$ cat src/rtl/mavg_pkg.sv
// Shared width helpers for the multi-channel moving-average filter.
// Widths depend on the module parameters, so they are provided as functions.
package mavg_pkg;

    function automatic int ch_w(input int c);
        return (c > 1) ? $clog2(c) : 1;
    endfunction

    function automatic int ptr_w(input int mmax);
        return mmax;
    endfunction

    function automatic int sum_w(input int n, input int mmax);
        return n + mmax;
    endfunction

    function automatic int win_w(input int mmax);
        return (mmax > 0) ? $clog2(mmax + 1) : 1;
    endfunction

endpackage

$ cat src/rtl/mavg_chan.sv
// One channel of the moving-average filter.
// Holds the history buffer, write pointer, fill count and running sum.
module mavg_chan
    import mavg_pkg::*;
#(
    parameter int MMAX = 4,
    parameter int N    = 16
) (
    input  logic                      clk,
    input  logic                      rstn,
    input  logic                      flush,
    input  logic                      accept,
    input  logic [N-1:0]              s,
    input  logic [win_w(MMAX)-1:0]    m,
    output logic [sum_w(N, MMAX)-1:0] sum_new,
    output logic                      full_new
);
    localparam int PTR_W = ptr_w(MMAX);
    localparam int SUM_W = sum_w(N, MMAX);
    localparam int DEPTH = 1 << MMAX;

    logic [N-1:0]     buf_mem [DEPTH];
    logic [PTR_W-1:0] wp;
    logic [PTR_W:0]   fill;
    logic [PTR_W:0]   fill_new;
    logic [PTR_W:0]   win;
    logic [SUM_W-1:0] sum;
    logic [N-1:0]     old;
    logic             full;

    // For m == MMAX the low bits of win are zero, so the oldest sample sits at wp itself.
    always_comb begin
        win      = (PTR_W + 1)'(1) << m;
        full     = (fill == win);
        old      = full ? buf_mem[wp - win[PTR_W-1:0]] : '0;
        sum_new  = sum + {{MMAX{1'b0}}, s} - {{MMAX{1'b0}}, old};
        fill_new = full ? fill : fill + (PTR_W + 1)'(1);
        full_new = (fill_new == win);
    end

    always_ff @(posedge clk) begin
        if (!rstn || flush) begin
            wp   <= '0;
            fill <= '0;
            sum  <= '0;
        end else if (accept) begin
            wp   <= wp + PTR_W'(1);
            fill <= fill_new;
            sum  <= sum_new;
        end
    end

    always_ff @(posedge clk) begin
        if (accept) begin
            buf_mem[wp] <= s;
        end
    end

endmodule

$ cat src/rtl/mavg_filter_mc.sv
// Multi-channel moving-average filter: channel decode, window exponent latch,
// rounding/shift and the registered output beat.
module mavg_filter_mc
    import mavg_pkg::*;
#(
    parameter int C     = 4,
    parameter int MMAX  = 4,
    parameter int N     = 16,
    parameter int ROUND = 0
) (
    input  logic                   clk,
    input  logic                   rstn,
    input  logic [N-1:0]           sample,
    input  logic [ch_w(C)-1:0]     sample_ch,
    input  logic                   sample_valid,
    input  logic                   flush,
    input  logic [win_w(MMAX)-1:0] win_log2,
    output logic [N-1:0]           average,
    output logic [ch_w(C)-1:0]     average_ch,
    output logic                   average_valid,
    output logic                   ch_err
);
    localparam int CH_W  = ch_w(C);
    localparam int WIN_W = win_w(MMAX);
    localparam int SUM_W = sum_w(N, MMAX);
    localparam logic [CH_W:0]  C_L    = (CH_W + 1)'(C);
    localparam logic [WIN_W-1:0] MMAX_L = WIN_W'(MMAX);

    typedef struct packed {
        logic [N-1:0]    average;
        logic [CH_W-1:0] ch;
        logic            valid;
    } beat_t;

    beat_t            beat_q;
    logic [WIN_W-1:0] m;
    logic             ch_ok;
    logic             accept_any;
    logic [C-1:0]     acc;
    logic [SUM_W-1:0] sum_arr  [C];
    logic [C-1:0]     full_arr;
    logic [SUM_W-1:0] sel_sum;
    logic             sel_full;
    logic [SUM_W:0]   rnd;
    logic [SUM_W:0]   shifted;

    assign ch_ok      = ({1'b0, sample_ch} < C_L);
    assign accept_any = sample_valid && !flush && ch_ok;

    for (genvar c = 0; c < C; c++) begin : g_chan
        assign acc[c] = accept_any && (sample_ch == CH_W'(c));

        mavg_chan #(
            .MMAX (MMAX),
            .N    (N)
        ) u_chan (
            .clk      (clk),
            .rstn     (rstn),
            .flush    (flush),
            .accept   (acc[c]),
            .s        (sample),
            .m        (m),
            .sum_new  (sum_arr[c]),
            .full_new (full_arr[c])
        );
    end

    always_comb begin
        sel_sum  = '0;
        sel_full = 1'b0;
        for (int unsigned i = 0; i < C; i++) begin
            if (acc[i]) begin
                sel_sum  = sum_arr[i];
                sel_full = full_arr[i];
            end
        end
        rnd     = (ROUND != 0 && m != '0) ? ((SUM_W + 1)'(1) << (m - WIN_W'(1))) : '0;
        shifted = ({1'b0, sel_sum} + rnd) >> m;
    end

    always_ff @(posedge clk) begin
        if (!rstn) begin
            m <= MMAX_L;
        end else if (flush) begin
            m <= (win_log2 > MMAX_L) ? MMAX_L : win_log2;
        end
    end

    // Flush has priority over an invalid-channel sample in the same cycle.
    always_ff @(posedge clk) begin
        if (!rstn || flush) begin
            ch_err <= 1'b0;
        end else if (sample_valid && !ch_ok) begin
            ch_err <= 1'b1;
        end
    end

    always_ff @(posedge clk) begin
        if (!rstn) begin
            beat_q <= '0;
        end else begin
            beat_q.valid <= accept_any && sel_full;
            if (accept_any && sel_full) begin
                beat_q.average <= shifted[N-1:0];
                beat_q.ch      <= sample_ch;
            end
        end
    end

    assign average       = beat_q.average;
    assign average_ch    = beat_q.ch;
    assign average_valid = beat_q.valid;

endmodule

$ cat config.mk
export PLATFORM = sky130hd
export DESIGN_NAME = mavg_filter_mc
export DESIGN_NICKNAME = d
export VERILOG_FILES = /design/src/rtl/mavg_pkg.sv /design/src/rtl/mavg_chan.sv /design/src/rtl/mavg_filter_mc.sv
export SDC_FILE = /design/constraint.sdc
export NUM_CORES = 2
export LEC_CHECK = 0
export ABC_CLOCK_PERIOD_IN_PS = 12100
export BUFFER_PORTS_ARGS = -buffer_cell sky130_fd_sc_hd__clkbuf_2
export CAP_MARGIN = 25
export CORE_UTILIZATION = 25
export DETAILED_ROUTE_END_ITERATION = 8
export PLACE_DENSITY_LB_ADDON = 0.12
export SLEW_MARGIN = 15
export SYNTH_ARGS = -nofsm -noshare
export SYNTH_HDL_FRONTEND = slang
export SYNTH_HIERARCHICAL = 1
export SYNTH_SLANG_ARGS = --single-unit
$ cat constraint.sdc
create_clock -name clk -period 12.1 [get_ports clk]
set_input_delay 1.21 -clock clk [delete_from_list [all_inputs] [get_ports clk]]
set_output_delay 1.21 -clock clk [all_outputs]
set_load 0.1 [all_outputs]
==> impl_metrics.py <==
metrics = {
    "setup_path": {
        "cp-start-kind": "flip-flop",
        "path_max_fanout": 45,
        "critPathArrivalTime_ps": 9090,
        "crit_required_ps": 12780,
        "cp-end-kind": "flip-flop",
        "path_class": "flip-flop to flip-flop",
    },
    "cells_and_area": {
        "drive_gt1_share_pct": 19.8,
        "final_cell_area_mm2": 0.0633,
        "multi_input_area_mm2": 0.0192,
        "final_common_cell": "edfxtp_1",
        "fillCellCount": 21700,
        "layout_common_cells": "edfxtp_1 (1,024), inv_1 (299), mux4_2 (277), clkbuf_16 (141)",
        "seqCellArea_mm2": 0.0335,
        "syn2layout_area_growth_pct": 15.9,
        "finalNetCount": 3880,
    },
    "clock_network": {
        "root_buffer": "clkbuf_16",
        "cts_made_buffers": 138,
        "clkTransAtPathRegs_ps": 60,
        "cts.path.max_buffers": 3,
        "h-tree-depth": 4,
        "cts_tree": "done",
        "cts_sinks": 1162,
        "postCtsSetupBuffers": 0,
        "clk_latency_ps": 810,
        "post_cts_resized": 0,
        "holdBufCountCts": 0,
    },
    "synth": {
        "synth_cell_types": 99,
        "synth_nets": 3761,
        "ys_ff_latch": 1162,
        "synth-seq-area-share_pct": 61.4,
        "synth_flop_cell": "edfxtp_1",
        "synth_area_mm2": 0.0546,
        "synth_edf_count": 1024,
        "yosysWarnings": 6,
        "synth_area_per_cell_um2": 15.4,
        "ys_async_sr_fraction_pct": 0,
        "synth_cells": 3556,
    },
    "timing": {
        "fin_crit_sh_pct": 69.5,
        "fin_tns_setup_ps": 0,
        "fmax_ghz": 0.119,
        "period_needed_ps": 8410,
        "worst_pin_slew_ps": 1100,
        "drv_slew": 0,
        "finClkSkew_ps": 41.5,
        "setup_violations": 0,
        "hold_viol_final": 0,
        "rsz0062_at_grt": "false",
        "slew_headroom_pct": 26.4,
    },
    "run_status": {
        "status": "completed",
    },
    "die": {
        "row_count": 171,
        "start_util_pct": 25.1,
        "die-width_um": 469,
        "fp.coreArea_mm2": 0.217,
        "die_area_mm2": 0.220,
        "die_h_um": 469,
        "pin_count": 45,
    },
    "pwr": {
        "p_leak_nw": 21.2,
        "fin_total_pwr_mw": 10.0,
        "max-vdd-ir-drop_mv": 0.141,
        "clkPwrFrac_pct": 40.4,
        "internal_power_mw": 7.26,
        "p_comb_share_pct": 15.9,
        "seqPwrFrac_pct": 43.7,
        "p_per_area_mw_per_mm2": 158,
        "swShare_pct": 27.7,
        "switching_power_mw": 2.77,
    },
    "grt": {
        "grt_usage_pct": 15.0,
        "grt_first_pass_wirelength_um": 238000,
        "antenna_found_initial": 12,
        "grt_overflow": 0,
        "grt_start_max_net_pins": 69,
        "grt_pass1_vias": 32000,
    },
    "job": {
        "maxCapViolCount": 0,
    },
    "detailed_routing": {
        "drc": 0,
        "drtIter0Drc": 2137,
        "num_vias": 30700,
        "wl_per_cell_um": 24.9,
        "firstDrtPassIters": 5,
        "postRouteAntennaNets": 0,
        "wl_um": 165000,
        "viasPerCell": 4.62,
    },
    "placement": {
        "numPortBuffers": 43,
        "gp_congestion": 0.781,
        "post-dp-hpwl_um": 106000,
        "placed_area_mm2": 0.0588,
    },
    "min_path": {
        "min_path_type": "flip-flop to flip-flop",
    },
}
## metrics by stage
step	instances	hold WS [ps]	utilization [%]	setup WS (ps)
2_1_floorplan	3556	445	-	5290
3_3_place_gp	6355	455	26.9	3660
3_5_place_dp	6383	460	27.1	3600
4_1_cts	6632	470	29.1	3600
5_1_grt	6639	502	29.1	3230
6_report	6646	470	29.1	3690
## worst paths after layout
| check | start | end | slack, ps | cells past startpoint |
|---|---|---|---|---|
| setup reg to reg | m[0] | average[11] | 3690 | 23 |
| hold reg to reg | g_chan[0].u_chan/sum[11] | g_chan[0].u_chan/sum[11] | 470 | 2 |
| setup / recovery | m[0] | average[11] | 3690 | 23 |
| hold / removal | g_chan[0].u_chan/sum[11] | g_chan[0].u_chan/sum[11] | 470 | 2 |
## cells by family after synthesis
logic type,after synthesis,share of synthesized area [%]
adder cells (fa/ha/maj),180,5.06
AND/OR/NAND/NOR,629,6.13
buffers and inverters,487,3.74
XOR/XNOR,125,2.02
AO/OA/AOI/OAI,529,7.07
flip-flops,1162,61.4
multiplexers,443,14.6
other,1,0.00687
## cell usage after synthesis, types with 78 or more instances
cell | count | share of area (%)
edfxtp_1 | 1024 | 56
inv_1 | 299 | 2.1
mux4_2 | 277 | 11
dfxtp_1 | 138 | 5.1
mux2i_1 | 135 | 2.5
a211oi_1 | 132 | 1.8
nor2_1 | 127 | 0.87
nand2_1 | 120 | 0.82
ha_1 | 112 | 2.6
a21oi_1 | 97 | 0.89
clkbuf_1 | 88 | 0.60
and2_1 | 78 | 0.89
## worst max-delay path: stages (launching register included)
cell,delay (ps)
dfxtp_2,510
or2_1,370
nor2_1,470
ha_4,210
inv_1,60
fa_4,1340
buf_4,460
mux4_2,350
mux2i_1,410
a211oi_1,180
fa_1,510
inv_1,50
ha_1,330
o21ai_0,100
o21bai_1,200
a21oi_1,160
o31ai_2,600
a221oi_1,190
xnor2_1,270
mux4_2,540
nand2_1,80
nor4bb_1,460
a21boi_0,180
a32o_1,240
## power groups by stage
| stage | Clock, mW | Sequential [mW] | Combinational (mW) |
|---|---|---|---|
| global route | 4.33 | 4.38 | 1.73 |
| floorplan | 0 | 4.48 | 1.01 |
| detailed placement | 0 | 4.47 | 1.62 |
| finish | 4.05 | 4.38 | 1.60 |
| global placement | 0 | 4.47 | 1.63 |
| CTS | 4.20 | 4.38 | 1.63 |
## metal layers
metal,wire length [µm],GRT usage (%),vias up
met1,75200,20.0,16000
met4,4440,4.56,2
met2,80100,24.9,516
li1,-,-,13900
met5,20,0,-
met3,5550,2.21,217
## sequential cells by signal, summed over array words and instances, names as in the netlist
register / cells
average_valid: 1
g_chan.u_chan/fill: 20
average: 16
g_chan.u_chan/sum: 80
g_chan.u_chan/buf_mem: 1024
average_ch: 2
g_chan.u_chan/wp: 16
m: 3
## layout make-up
class,count,share of cell area (%)
Multi-Input combinational cell,1907,30.4
Inverter,305,1.81
Tap cell,2854,5.64
Antenna cell,8,0.0316
Clock buffer,178,5.89
Clock inverter,71,0.998
Sequential cell,1162,53.0
Timing Repair Buffer,161,2.32
Power figures use the tool's default switching activity.
